File: src/rtl/spi_xfer_engine.sv
// spi_xfer_engine: byte-level SPI mode-0 master shift engine.
// Serialises a 1..MAX_BYTES byte frame onto mosi (MSB first), captures miso
// into a receive register and pulses done once per frame.
//
// Handshake: start is a request sampled on the rising clk edge. It is
// accepted only while the engine is IDLE with busy low and data_size in
// 1..MAX_BYTES; anything else is dropped. busy rises on the accept edge and
// falls one cycle after the engine has returned to IDLE. done is a single
// cycle pulse, coincident with cs_n rising and rx_data updating.
//
// Timing model: every output register is loaded from the state and
// counters of the previous cycle, so pin activity trails the FSM by one
// clk. With the accept edge as edge 0, cs_n falls at cycle 1 and the first
// sclk rise lands at cycle 1 + CLK_DIV.
module spi_xfer_engine #(
  parameter int CLK_DIV   = 10,
  parameter int MAX_BYTES = 3
) (
  input  logic                   clk,
  input  logic                   rst,
  input  logic                   start,
  input  logic [2:0]             data_size,
  input  logic [8*MAX_BYTES-1:0] tx_data,
  input  logic                   miso,
  output logic                   busy,
  output logic                   done,
  output logic [8*MAX_BYTES-1:0] rx_data,
  output logic                   sclk,
  output logic                   mosi,
  output logic                   cs_n
);

  localparam int         W        = 8 * MAX_BYTES;
  localparam int         BCW      = $clog2(W + 1);
  localparam logic [7:0] DIV_LAST = 8'(CLK_DIV - 1);
  localparam logic [2:0] MAX_SZ   = 3'(MAX_BYTES);

  typedef enum logic [2:0] {
    IDLE  = 3'd0,
    SETUP = 3'd1,
    SHIFT = 3'd2,
    HOLD  = 3'd3,
    GAP   = 3'd4
  } state_t;

  state_t         state_q;
  state_t         state_d;
  logic [7:0]     div_q;     // clk cycles within the current half-period
  logic           phase_q;   // 0: sclk-high half of a bit, 1: sclk-low half
  logic [BCW-1:0] bit_q;     // index of the bit currently on the wire
  logic [2:0]     size_q;    // latched byte count
  logic [W-1:0]   tx_sr;     // transmit shift register, next bit in MSB
  logic [W-1:0]   rx_sr;     // receive shift register, newest bit in LSB
  logic           accept;
  logic           div_last;
  logic           last_bit;

  assign accept   = (state_q == IDLE) && !busy && start &&
                    (data_size != 3'd0) && (data_size <= MAX_SZ);
  assign div_last = (div_q == DIV_LAST);
  assign last_bit = (bit_q == BCW'({size_q, 3'b000} - 6'd1));

  // Next-state logic. SHIFT ends after the high half of the final bit; the
  // low half of that bit is covered by HOLD so mosi never advances past it.
  always_comb begin
    state_d = state_q;
    case (state_q)
      IDLE:    if (accept) state_d = SETUP;
      SETUP:   if (div_last) state_d = SHIFT;
      SHIFT:   if (div_last && !phase_q && last_bit) state_d = HOLD;
      HOLD:    if (div_last) state_d = GAP;
      GAP:     if (div_last) state_d = IDLE;
      default: state_d = IDLE;
    endcase
  end

  // State register, divider and bit/phase counters.
  always_ff @(posedge clk) begin
    if (rst) begin
      state_q <= IDLE;
      div_q   <= 8'd0;
      phase_q <= 1'b0;
      bit_q   <= '0;
    end else begin
      state_q <= state_d;
      if ((state_d != state_q) || div_last) div_q <= 8'd0;
      else                                  div_q <= div_q + 8'd1;
      if (state_q != SHIFT) begin
        phase_q <= 1'b0;
        bit_q   <= '0;
      end else if (div_last) begin
        if (phase_q) begin
          phase_q <= 1'b0;
          bit_q   <= bit_q + 1'b1;
        end else begin
          phase_q <= 1'b1;
        end
      end
    end
  end

  // Frame data: latch on accept, sample miso as sclk rises, shift tx as it falls.
  always_ff @(posedge clk) begin
    if (rst) begin
      size_q <= 3'd0;
      tx_sr  <= '0;
      rx_sr  <= '0;
    end else if (accept) begin
      size_q <= data_size;
      tx_sr  <= tx_data;
      rx_sr  <= '0;
    end else if ((state_q == SHIFT) && (div_q == 8'd0)) begin
      if (!phase_q) rx_sr <= {rx_sr[W-2:0], miso};
      else          tx_sr <= {tx_sr[W-2:0], 1'b0};
    end
  end

  // Registered pin outputs, busy and the done/rx_data update.
  always_ff @(posedge clk) begin
    if (rst) begin
      cs_n    <= 1'b1;
      sclk    <= 1'b0;
      mosi    <= 1'b0;
      busy    <= 1'b0;
      done    <= 1'b0;
      rx_data <= '0;
    end else begin
      busy <= accept || (busy && (state_q != IDLE));
      sclk <= (state_q == SHIFT) && !phase_q;
      cs_n <= !((state_q == SETUP) || (state_q == SHIFT) || (state_q == HOLD));
      done <= 1'b0;
      case (state_q)
        SETUP: mosi <= tx_sr[W-1];
        SHIFT: if (phase_q && (div_q == 8'd0)) mosi <= tx_sr[W-2];
        HOLD:  mosi <= mosi;
        default: mosi <= 1'b0;
      endcase
      // First GAP cycle: frame complete, left-align the received bytes.
      if ((state_q == GAP) && (div_q == 8'd0)) begin
        done    <= 1'b1;
        rx_data <= rx_sr << {MAX_SZ - size_q, 3'b000};
      end
    end
  end

endmodule

File: config.mk
export PLATFORM = sky130hd
export DESIGN_NAME = spi_xfer_engine
export DESIGN_NICKNAME = d
export VERILOG_FILES = /design/src/rtl/spi_xfer_engine.sv
export SDC_FILE = /design/constraint.sdc
export NUM_CORES = 1
export LEC_CHECK = 0
export CORE_MARGIN = 2
export CORE_UTILIZATION = 40
export DETAILED_ROUTE_END_ITERATION = 7
export PLACE_DENSITY = 0.6
export SYNTH_ARGS = -nofsm -noshare
export SYNTH_HDL_FRONTEND = slang
export SYNTH_SLANG_ARGS = --single-unit
File: constraint.sdc
create_clock -name clk -period 4.4 [get_ports clk]
set_input_delay 0.66 -clock clk [delete_from_list [all_inputs] [get_ports clk]]
set_output_delay 0.66 -clock clk [all_outputs]
set_load 0.1 [all_outputs]
After elaboration in Yosys (flattened, before gate mapping)

Cells that the tools add are included.

Word-level logic and storage cells: 74
Flip-flop bits (word level): 97

Reduce and logical (&&, ||, !) cells: 31
Multiplexer cells: 13
Order comparisons: 1
Shifts and indexed selects: 1
Add/subtract/negate cells: 4
Eq/ne operators: 9
Bitwise operators: 2

Operators with widths:

| kind                                                                   | number |
|---|---|
| 24-bit two-way mux                                                     | 3 |
| 24-bit by 6-bit left shift with 24-bit output                          | 1 |
| 3-bit two-way mux                                                      | 5 |
| 3-bit case mux with 5 select lines                                     | 1 |
| 1-bit logical AND                                                      | 11 |
| 8-bit by 1-bit adder with 8-bit output (second input constant)         | 1 |
| 8-bit by 4-bit == test with 1-bit output (second input constant)       | 1 |
| 8-bit zero test                                                        | 1 |
| 2-bit AND reduction                                                    | 4 |
| 3-bit by 2-bit == test with 1-bit output (second input constant)       | 2 |
| 3-bit nonzero test                                                     | 2 |
| 2-bit OR reduction                                                     | 3 |
| 5-bit by 1-bit adder with 5-bit output (second input constant)         | 1 |
| 5-bit == test                                                          | 1 |
| 5-bit by 1-bit subtractor with 5-bit output (second input constant)    | 1 |
| 1-bit logical OR                                                       | 4 |
| 2-bit nonzero test                                                     | 2 |
| 3-bit by 1-bit == test with 1-bit output (second input constant)       | 1 |
| 3-bit == test (second input constant)                                  | 1 |
| 3-bit by 2-bit <= comparator with 1-bit output (second input constant) | 1 |
| 1-bit zero test                                                        | 3 |
| 3-bit zero test                                                        | 1 |
| 1-bit two-way mux                                                      | 3 |
| 3-bit by 2-bit != test with 1-bit output (second input constant)       | 1 |
| 5 further kinds                                                        | 6 |

Depth between registers and ports, before layout

Gate-level depths: netlist (run 1).

Word-level depth: 10
Depth in mapped cells: 8
Mapped depth without buffers: 6

Worst setup path before layout (run 1)

Ideal clock, no wire load.

Path type: register to register
Start point: register busy
End point: register tx_sr[10]
Stages on the path, launching flop included: 6
Path buffers: 1
Period minus slack after synthesis: 1936 ps
Data arrival time: 1845 ps
Required time: 4309 ps
Setup slack: 2464 ps
Cells stage by stage: dfxtp_1 > nor3b_1 > nand3_1 > clkbuf_1 > nor2_1 > a311oi_1

Word-level cells in the longest chain between the ends: 7
Elaborated cells between the ends (all ways): 9

RTL lines:

| what                                 | line | source |
|---|---|---|
| start, declared                      | 25   | `output logic busy,` |
| start signal, assigned               | 128  | `busy <= accept \|\| (busy && (state_q != IDLE));` |
| 1-bit zero test (*)                  | 58   | `assign accept = (state_q == IDLE) && !busy && start &&` |
| 1-bit logical AND (*) (3 in a row)   | 58   |  |
| 1-bit logical AND (*)                | 59   | `(data_size != 3'd0) && (data_size <= MAX_SZ);` |
| 2-bit nonzero test (no source line)  | --   |  |
| 2-bit AND reduction (no source line) | --   |  |
| end signal, assigned                 | 110  | `tx_sr <= tx_data;` |
| end signal, assigned                 | 114  | `else tx_sr <= {tx_sr[W-2:0], 1'b0};` |
| end, declared                        | 52   | `logic [W-1:0] tx_sr;` |

Mark *: on every way between the ends. The rest lies on a longest branch, timed or not.
A chain may end at the register's enable or synchronous reset.

Worst setup path after layout (run 1)

Start point: register busy
End point: output port busy

No word-level cell between the ends.

==> results of run 1 <==
## path summary, 6_finish.rpt
check / cells after the start / slack, ns / to
setup / recovery: 1 / 1.87 / busy
hold / removal: 2 / 0.46 / rx_data[17]
setup reg to reg: 4 / 1.99 / tx_sr[0]
hold reg to reg: 2 / 0.46 / rx_data[17]
## logic make-up after synthesis
family,Yosys count,synth area share (%)
AND/OR/NAND/NOR,239,26.4
AO/OA/AOI/OAI,97,13.9
flip-flops,97,45.8
buffers and inverters,45,5.54
XOR/XNOR,13,2.68
multiplexers,19,4.48
adder cells (fa/ha/maj),4,1.18
## tightest hold or removal path, stage by stage, from the launching register on
cell and delay, ns:
dfxtp_1 0.32, nand2_1 0.05, a21oi_1 0.05
## area by class of cell
cell class	instances	area, um2
Fill cell	1033	5310
Multi-Input combinational cell	372	2070
Sequential cell	97	1940
Timing Repair Buffer	61	601
Tap cell	136	170
Clock buffer	10	138
Clock inverter	6	72.6
Inverter	5	18.8
## state kept, by name, indices dropped and copies added (netlist names)
register	count
rx_data	24
rx_sr	24
tx_sr	24
div_q	8
bit_q	5
size_q	3
state_q	3
busy	1
cs_n	1
done	1
mosi	1
phase_q	1
sclk	1
## stage by stage
| stage | total power, W | hold slack [ns] |
|---|---|---|
| global placement | 0.00105 | 0.440 |
| finish | 0.00165 | 0.458 |
| floorplan | 0.00100 | 0.432 |
| global route | 0.00172 | 0.481 |
| CTS | 0.00166 | 0.458 |
| detailed placement | 0.00105 | 0.446 |
## power by group through the flow
stage / Clock, W / Sequential (W) / Combinational [W]
finish: 0.000620 / 0.000918 / 0.000109
global route: 0.000671 / 0.000923 / 0.000122
CTS: 0.000637 / 0.000919 / 0.000110
detailed placement: 0 / 0.000938 / 0.000110
global placement: 0 / 0.000938 / 0.000108
floorplan: 0 / 0.000934 / 0.0000692
## cell usage in the layout, fill, tap and decap left out, types with 2 or more instances in the layout
cell / instances
and3_1: 5
xnor2_1: 3
clkdlybuf4s50_1: 58
nand3b_1: 2
nand2_1: 135
clkbuf_8: 10
xor2_1: 10
dfxtp_1: 97
nor2b_1: 3
nor3b_1: 2
ha_1: 4
buf_4: 2
inv_1: 5
a311oi_1: 22
nor2_1: 40
nand4_1: 8
nor3_1: 2
o21ai_0: 2
nand2b_1: 2
and4_1: 4
nand3_1: 14
a21oi_1: 63
inv_6: 2
mux2i_1: 19
a211oi_1: 9
or3_1: 9
## layer usage
layer / routed length [um] / share of wire [%]
met1: 4430 / 47
met2: 4580 / 48
met3: 359 / 3.8
met4: 114 / 1.2
met5: 0 / 0
==> results.cfg, run 1 <==
[outcome]
status = complete, no violations

[route]
wl_per_cell_um = 13.8
antenna_left = 0
drtPass1Iterations = 5
drc = 0
num_vias = 3593
drt-initial-drc-count = 126
wl_um = 9480
avgViaCountPerCell = 5.23

[critical_path]
critPathMaxStageDelay_ns = 1.15
path_cells = clkdlybuf4s50_1
worstSetupStartpoint = busy
cp_num_buf_inv = 1
r2r-start = div_q[2]
critical_path_class = flop to primary output
crit_family = buffers and inverters
crit_required_ns = 3.74
critPathCaptureType = primary output
cp_slowest_cell = clkdlybuf4s50_1
arrival_ns = 1.87
path_max_fanout = 3
start_kind = flop

[clock_network]
postCtsHoldBufs = 0
cts-root-buf = clkbuf_8
clk_path_buf_depth = 2
cts_resized = 0
path_clk_slew_ns = 0.09
cts-buffers-inserted = 9
post_cts_buffers = 0
worstSkewPairLatency_ns = 0.37
cts_sinks = 97
cts_tree = done
htreeDepth = 3

[final_layout]
diodes = 0
area_growth_pct = 18.1
finalNonFillerCells = 687
nets = 581
fin_util_pct = 48.6
final_area_um2 = 5010
drive_above_1_share_pct = 4.72

[synth]
synthCells = 514
yosys_register_bits = 97
postSynth.asyncResetShare_pct = 0
synth_most_common_cell = nand2_1
synth_edf_count = 0
synth_ff_type = dfxtp_1
ys_seq_area_share_pct = 45.8
yosys_warnings = 0
synthTopCellsByCount = 135 x nand2_1, 97 x dfxtp_1, 63 x a21oi_1
ys_top_cells_by_area = dfxtp_1 46%, nand2_1 12%, a21oi_1 7.4%
synth_cell_types = 41
syn_nets = 549
post_synth.cell_area_avg_um2 = 8.25
syn_area_um2 = 4240
synth_top_area_cell = dfxtp_1
synth_top_area_share_pct = 45.8

[power_and_ir_drop]
seqPwrFrac_pct = 55.8
p_leak_nw = 1.61
p_int_w = 0.00124
comb_power_share_pct = 6.6
switching_power_w = 0.000412
swShare_pct = 25.0
power_density_nw_per_um2 = 329
p_clk_share_pct = 37.6
ir_worst_vdd_uv = 148

[grt]
grtUsageMet2_pct = 28.8
grt.busiest_layer = met2
grt_use_met1_pct = 22.5
gr-total-overflow = 0
antenna_found_initial = 0
grt_pass1_vias = 3275
gr-usage-met3_pct = 3.16
track_usage_pct = 17.2
grt_pass1_wl_um = 15800
grt_max_degree = 59

[placed_design]
place_ws_ns = 1.80
place_inst = 671
place_area_um2 = 4800
hpwl_um = 6140
place.gp.congestion = 0.783
port_buffers = 59

[floorplanning]
rows = 37
start_util_pct = 41.1
dieWidth_um = 107
fp.coreArea_um2 = 10300
die_y_um = 107
io_pins = 60
die-area_um2 = 11400

[timing]
period_share_pct = 57.6
final.setup.tns_ns = 0
finalClockSkew_ns = 0.0183
setup_violations = 0
fin_crit_ns = 2.53
hold_viol = 0
rsz0062_at_grt = false
postLayoutSetupSlackWorst_ns = 1.87
slew_violations = 0
worst_pin_slew_ns = 1.16
timing.fmax_mhz = 395
maxSlewHeadroom_pct = 22.6

[min_path]
hold_start = rx_data[17]
hold_path_class = flop to flop

[run]
timing.max_cap.violations = 0
(Power assumes the default switching activity.)
==> run 2, diff against run 1 <==
--- a/config.mk
+++ b/config.mk
@@ -8,7 +8,7 @@
 export CORE_MARGIN = 2
 export CORE_UTILIZATION = 40
 export DETAILED_ROUTE_END_ITERATION = 7
-export PLACE_DENSITY = 0.6
+export PLACE_DENSITY = 0.62
 export SYNTH_ARGS = -nofsm -noshare
 export SYNTH_HDL_FRONTEND = slang
 export SYNTH_SLANG_ARGS = --single-unit
==> constraint.sdc (replaced) <==
create_clock -name clk -period 2.3 [get_ports clk]
set_input_delay 0.345 -clock clk [delete_from_list [all_inputs] [get_ports clk]]
set_output_delay 0.345 -clock clk [all_outputs]
set_load 0.1 [all_outputs]
==> run 2 against run 1 <==
  * Clock-buffer cell count is 2 higher
  * Critical path depth is 3 higher
  * Largest cell class unchanged
  * Critical endpoint is now rx_data[14]
  * First-iteration DRC count is 16% higher
==> results.cfg, run 2 (synthesis gave the netlist of run 1 again) <==
[critical_path]
crit_required_ns = 2.59
r2r_cells = 4
critical_path_class = flop to flop
critPathCaptureType = flop
reg2reg_slack_ns = 0.47
r2r-start = state_q[2]
path_max_fanout = 19
r2r_end = rx_data[14]
start_kind = flop
arrival_ns = 2.12

[clock_network]
cts_tree = done
cts-buffers-inserted = 9
clk_path_buf_depth = 2
worstSkewPairLatency_ns = 0.37
cts_sinks = 97
path_clk_slew_ns = 0.09
cts-root-buf = clkbuf_8
post_cts_buffers = 0
htreeDepth = 3
postCtsHoldBufs = 0
cts_resized = 0

[route]
drtPass1Iterations = 4
drt-initial-drc-count = 146
wl_per_cell_um = 13.6
wl_um = 9480
drc = 0
antenna_left = 0
num_vias = 3555
avgViaCountPerCell = 5.10

[timing]
hold_ws_ns = 0.326
setup_violations = 0
hold_viol = 0
timing.fmax_mhz = 547
rsz0062_at_grt = false
fin_crit_ns = 1.83
slew_violations = 0
final.setup.tns_ns = 0
maxSlewHeadroom_pct = 68.7
period_share_pct = 79.5
finalClockSkew_ns = 0.0106
worst_pin_slew_ns = 0.470

[min_path]
min_path_cells = 2
min_to = rx_data[17]
hold_path_class = input pin to flop
hold_start = rst

[final_layout]
diodes = 0
area_growth_pct = 18.0
final_cell_mix = 135 x nand2_1, 97 x dfxtp_1, 63 x a21oi_1, 41 x buf_4, 40 x nor2_1
final_area_um2 = 5010
final_common_cell = nand2_1
nets = 592
drive_above_1_share_pct = 11.4
reg_top3 = rx_data x24, rx_sr x24, tx_sr x24

[grt]
grt_max_degree = 50
gr-total-overflow = 0
track_usage_pct = 17.7
grt_pass1_vias = 3407
grt_pass1_wl_um = 16300
antenna_found_initial = 0

[outcome]
status = complete, no violations

[power_and_ir_drop]
p_leak_nw = 1.71
power_density_nw_per_um2 = 602
p_int_w = 0.00227
p_clk_share_pct = 34.6
swShare_pct = 24.6
switching_power_w = 0.000742
ir_worst_vdd_uv = 297
comb_power_share_pct = 7.5
seqPwrFrac_pct = 57.9

[floorplanning]
die_y_um = 107
io_pins = 60
dieWidth_um = 107
die-area_um2 = 11400
start_util_pct = 41.1
fp.coreArea_um2 = 10300
rows = 37

[run]
timing.max_cap.violations = 0

[placed_design]
place.gp.congestion = 0.779
place_area_um2 = 4820
hpwl_um = 6450
port_buffers = 59
==> run 2: cell count changes in the layout (fill, tap and decap cells not counted) <==
| cell | before | now |
|---|---|---|
| clkbuf_8 | 10 | 11 |
| clkinv_2 | 1 | 0 |
| buf_4 | 2 | 41 |
| bufinv_16 | 1 | 0 |
| inv_8 | 1 | 0 |
| clkbuf_1 | 0 | 1 |
| inv_6 | 2 | 0 |
| buf_12 | 0 | 1 |
| clkdlybuf4s50_1 | 58 | 29 |
| clkinv_4 | 1 | 3 |
==> run 2: critical path: stages, from the launching register on <==
cell and delay [ns]:
dfxtp_1 0.51, nor3b_4 0.34, nand4_4 0.29, or3_1 0.45
a21oi_1 0.15
==> run 2: routing by layer <==
| metal | GRT usage, % | part of all wire [%] |
|---|---|---|
| met2 | 29.6 | 48 |
| met1 | 23.0 | 48 |
| met4 | 5.94 | 1.5 |
| met5 | 0 | 0 |
| met3 | 3.22 | 2.9 |
==> run 2: power by group through the flow <==
stage                     clock [W]  sequential (W)  combinational, W
after floorplan                   0         0.00179          0.000132
after global routing        0.00115         0.00175          0.000253
after CTS                   0.00108         0.00175          0.000227
final                       0.00104         0.00175          0.000225
after detailed placement          0         0.00179          0.000227
after global placement            0         0.00179          0.000221
==> run 2: layout make-up <==
cell class,instances,area (um2)
clock buffer,12,155
clock inverter,3,26.3
fill,1036,5320
inverter,5,18.8
multi-input combinational,372,2070
sequential,97,1940
tap,136,170
timing repair buffer,72,623
==> run 2: through the flow <==
| stage | util, % | setup slack [ns] | instances | power, W |
|---|---|---|---|---|
| 6_report | 48.5 | 0.472 | 697 | 0.00302 |
| 3_3_place_gp | 46.7 | 0.452 | 682 | 0.00201 |
| 3_5_place_dp | 46.7 | 0.414 | 682 | 0.00201 |
| 2_1_floorplan | - | 0.364 | 514 | 0.00192 |
| 4_1_cts | 48.5 | 0.467 | 697 | 0.00305 |
| 5_1_grt | 48.5 | 0.149 | 697 | 0.00315 |
==> run 2: worst max-delay path by stage <==
stage,startpoint,end,cells past startpoint
CTS,state_q[1],tx_sr[7],5
global route,state_q[1],tx_sr[3],5
global placement,start,rx_sr[15],6
detailed placement,start,rx_sr[21],6
floorplan,busy,tx_sr[10],5
finish,state_q[2],rx_data[14],4
==> run 3, diff against run 2 <==
--- a/config.mk
+++ b/config.mk
@@ -8,7 +8,7 @@
 export CORE_MARGIN = 2
 export CORE_UTILIZATION = 40
 export DETAILED_ROUTE_END_ITERATION = 7
-export PLACE_DENSITY = 0.62
+export PLACE_DENSITY = 0.6
 export SYNTH_ARGS = -nofsm -noshare
 export SYNTH_HDL_FRONTEND = slang
 export SYNTH_SLANG_ARGS = --single-unit
==> constraint.sdc (replaced) <==
create_clock -name clk -period 1.85 [get_ports clk]
set_input_delay 0.2775 -clock clk [delete_from_list [all_inputs] [get_ports clk]]
set_output_delay 0.2775 -clock clk [all_outputs]
set_load 0.1 [all_outputs]
==> run 3 against run 2 <==
  * First-iteration DRC count down 0.68%
  * Register-to-register slack worse by 0.30 ns
  * Sequential share of layout area down 1.7 points
  * Clock-buffer cell count down 3
==> results.cfg, run 3 (synthesis gave the netlist of run 1 again) <==
[power_and_ir_drop]
p_clk_share_pct = 38.5
p_int_w = 0.00305
swShare_pct = 24.1
power_density_nw_per_um2 = 769
seqPwrFrac_pct = 54.1
switching_power_w = 0.000969
ir_worst_vdd_uv = 301
power_w = 0.00402
p_leak_nw = 1.83
comb_power_share_pct = 7.4

[critical_path]
arrival_ns = 1.94
cp_slowest_cell = dfxtp_1
critPathCaptureType = flop
path_cells = inv_1, ha_1, and3b_1, and4_1, buf_12, nand2_1, a311oi_1
critPathMaxStageDelay_ns = 0.37
path_max_fanout = 23
crit_required_ns = 2.11
start_kind = flop
critical_path_class = flop to flop

[route]
num_vias = 3672
drtPass1Iterations = 4
wl_um = 9640
drt-initial-drc-count = 145
drc = 0
wl_per_cell_um = 13.5
antenna_left = 0
avgViaCountPerCell = 5.14

[final_layout]
register_area_um2 = 1940
finalNonFillerCells = 714
final_cell_mix = 135 x nand2_1, 96 x dfxtp_1, 63 x a21oi_1, 52 x buf_4, 40 x nor2_1
diodes = 0
reg_top3 = rx_data x24, rx_sr x24, tx_sr x24
nets = 608
drive_above_1_share_pct = 14.5
final_common_cell = nand2_1
fill_cells = 1003
multi_input_area_um2 = 2070
final_area_um2 = 5230
area_growth_pct = 23.3

[placed_design]
place.gp.congestion = 0.780
place_area_um2 = 4980
hpwl_um = 6620
port_buffers = 59
place_ws_ns = 0.0369
place_inst = 694

[clock_network]
cts-root-buf = clkbuf_8
cts_tree = done
cts_sinks = 97
cts-buffers-inserted = 9
worstSkewPairLatency_ns = 0.37
postCtsHoldBufs = 0
htreeDepth = 3
path_clk_slew_ns = 0.09
clk_path_buf_depth = 2

[timing]
slew_violations = 0
rsz0062_at_grt = false
timing.fmax_mhz = 595
maxSlewHeadroom_pct = 58.3
period_share_pct = 90.8
fin_crit_ns = 1.68
postLayoutSetupSlackWorst_ns = 0.170
setup_violations = 0
finalClockSkew_ns = 0.0170
final.setup.tns_ns = 0
hold_viol = 0
worst_pin_slew_ns = 0.624

[floorplanning]
die-area_um2 = 11400
start_util_pct = 41.1
io_pins = 60
rows = 37
dieWidth_um = 107
die_y_um = 107
fp.coreArea_um2 = 10300

[grt]
gr-total-overflow = 0
track_usage_pct = 18.0
grt_max_degree = 47
antenna_found_initial = 0
grt_pass1_wl_um = 16500
grt_pass1_vias = 3469

[outcome]
status = complete, no violations

[run]
timing.max_cap.violations = 0

[min_path]
hold_path_class = input pin to flop
-- run 3: power by group through the flow --
| stage | sequential (W) | combinational (W) | clock, W |
|---|---|---|---|
| floorplan | 0.00222 | 0.000165 | 0 |
| global placement | 0.00222 | 0.000292 | 0 |
| detailed placement | 0.00222 | 0.000297 | 0 |
| CTS | 0.00218 | 0.000298 | 0.00159 |
| global route | 0.00218 | 0.000330 | 0.00168 |
| finish | 0.00218 | 0.000297 | 0.00155 |
-- run 3: final cells by class --
class | instances | share of cell area (%)
clock buffer | 9 | 2.37
multi-input combinational | 372 | 39.6
sequential | 97 | 37.1
timing repair buffer | 88 | 15.4
clock inverter | 7 | 1.89
tap | 136 | 3.25
inverter | 5 | 0.359
-- run 3: routing by layer --
metal | GRT usage [%] | part of all wire (%) | vias to the layer above
li1 | - | - | 1887
met2 | 29.7 | 47 | 75
met1 | 23.0 | 46 | 1687
met5 | 0 | 0 | -
met3 | 2.92 | 3.7 | 23
met4 | 8.35 | 2.8 | 0
-- run 3: worst max-delay path: cells and delay by family, from the launching register on --
| family | cells | cell delay [ns] |
|---|---|---|
| adders and majority gates | 1 | 0.16 |
| DFF | 1 | 0.37 |
| and+or+nand+nor | 3 | 0.51 |
| AOI/OAI and AO/OA | 1 | 0.29 |
| buffers and inverters | 2 | 0.24 |
-- run 3: worst paths after layout --
kind	start	end	slack [ns]	depth (start not counted)
worst min-delay path	rst	rx_data[20]	0.26	2
worst min register to register	rx_data[19]	rx_data[19]	0.46	2
worst max-delay path	div_q[0]	tx_sr[18]	0.17	7
worst max register to register	div_q[0]	tx_sr[18]	0.17	7
-- run 3: what timing repair did --
action	CTS	global route
gates resized for setup	0	1
setup buffers	0	4
endpoints found under the setup margin	0	7
-- run 3: stage by stage --
| stage | hold WS, ns | util [%] |
|---|---|---|
| finish | 0.263 | 50.7 |
| global route | 0.268 | 50.7 |
| CTS | 0.251 | 50.4 |
| detailed placement | 0.446 | 48.2 |
| global placement | 0.441 | 48.2 |
| floorplan | 0.386 | - |
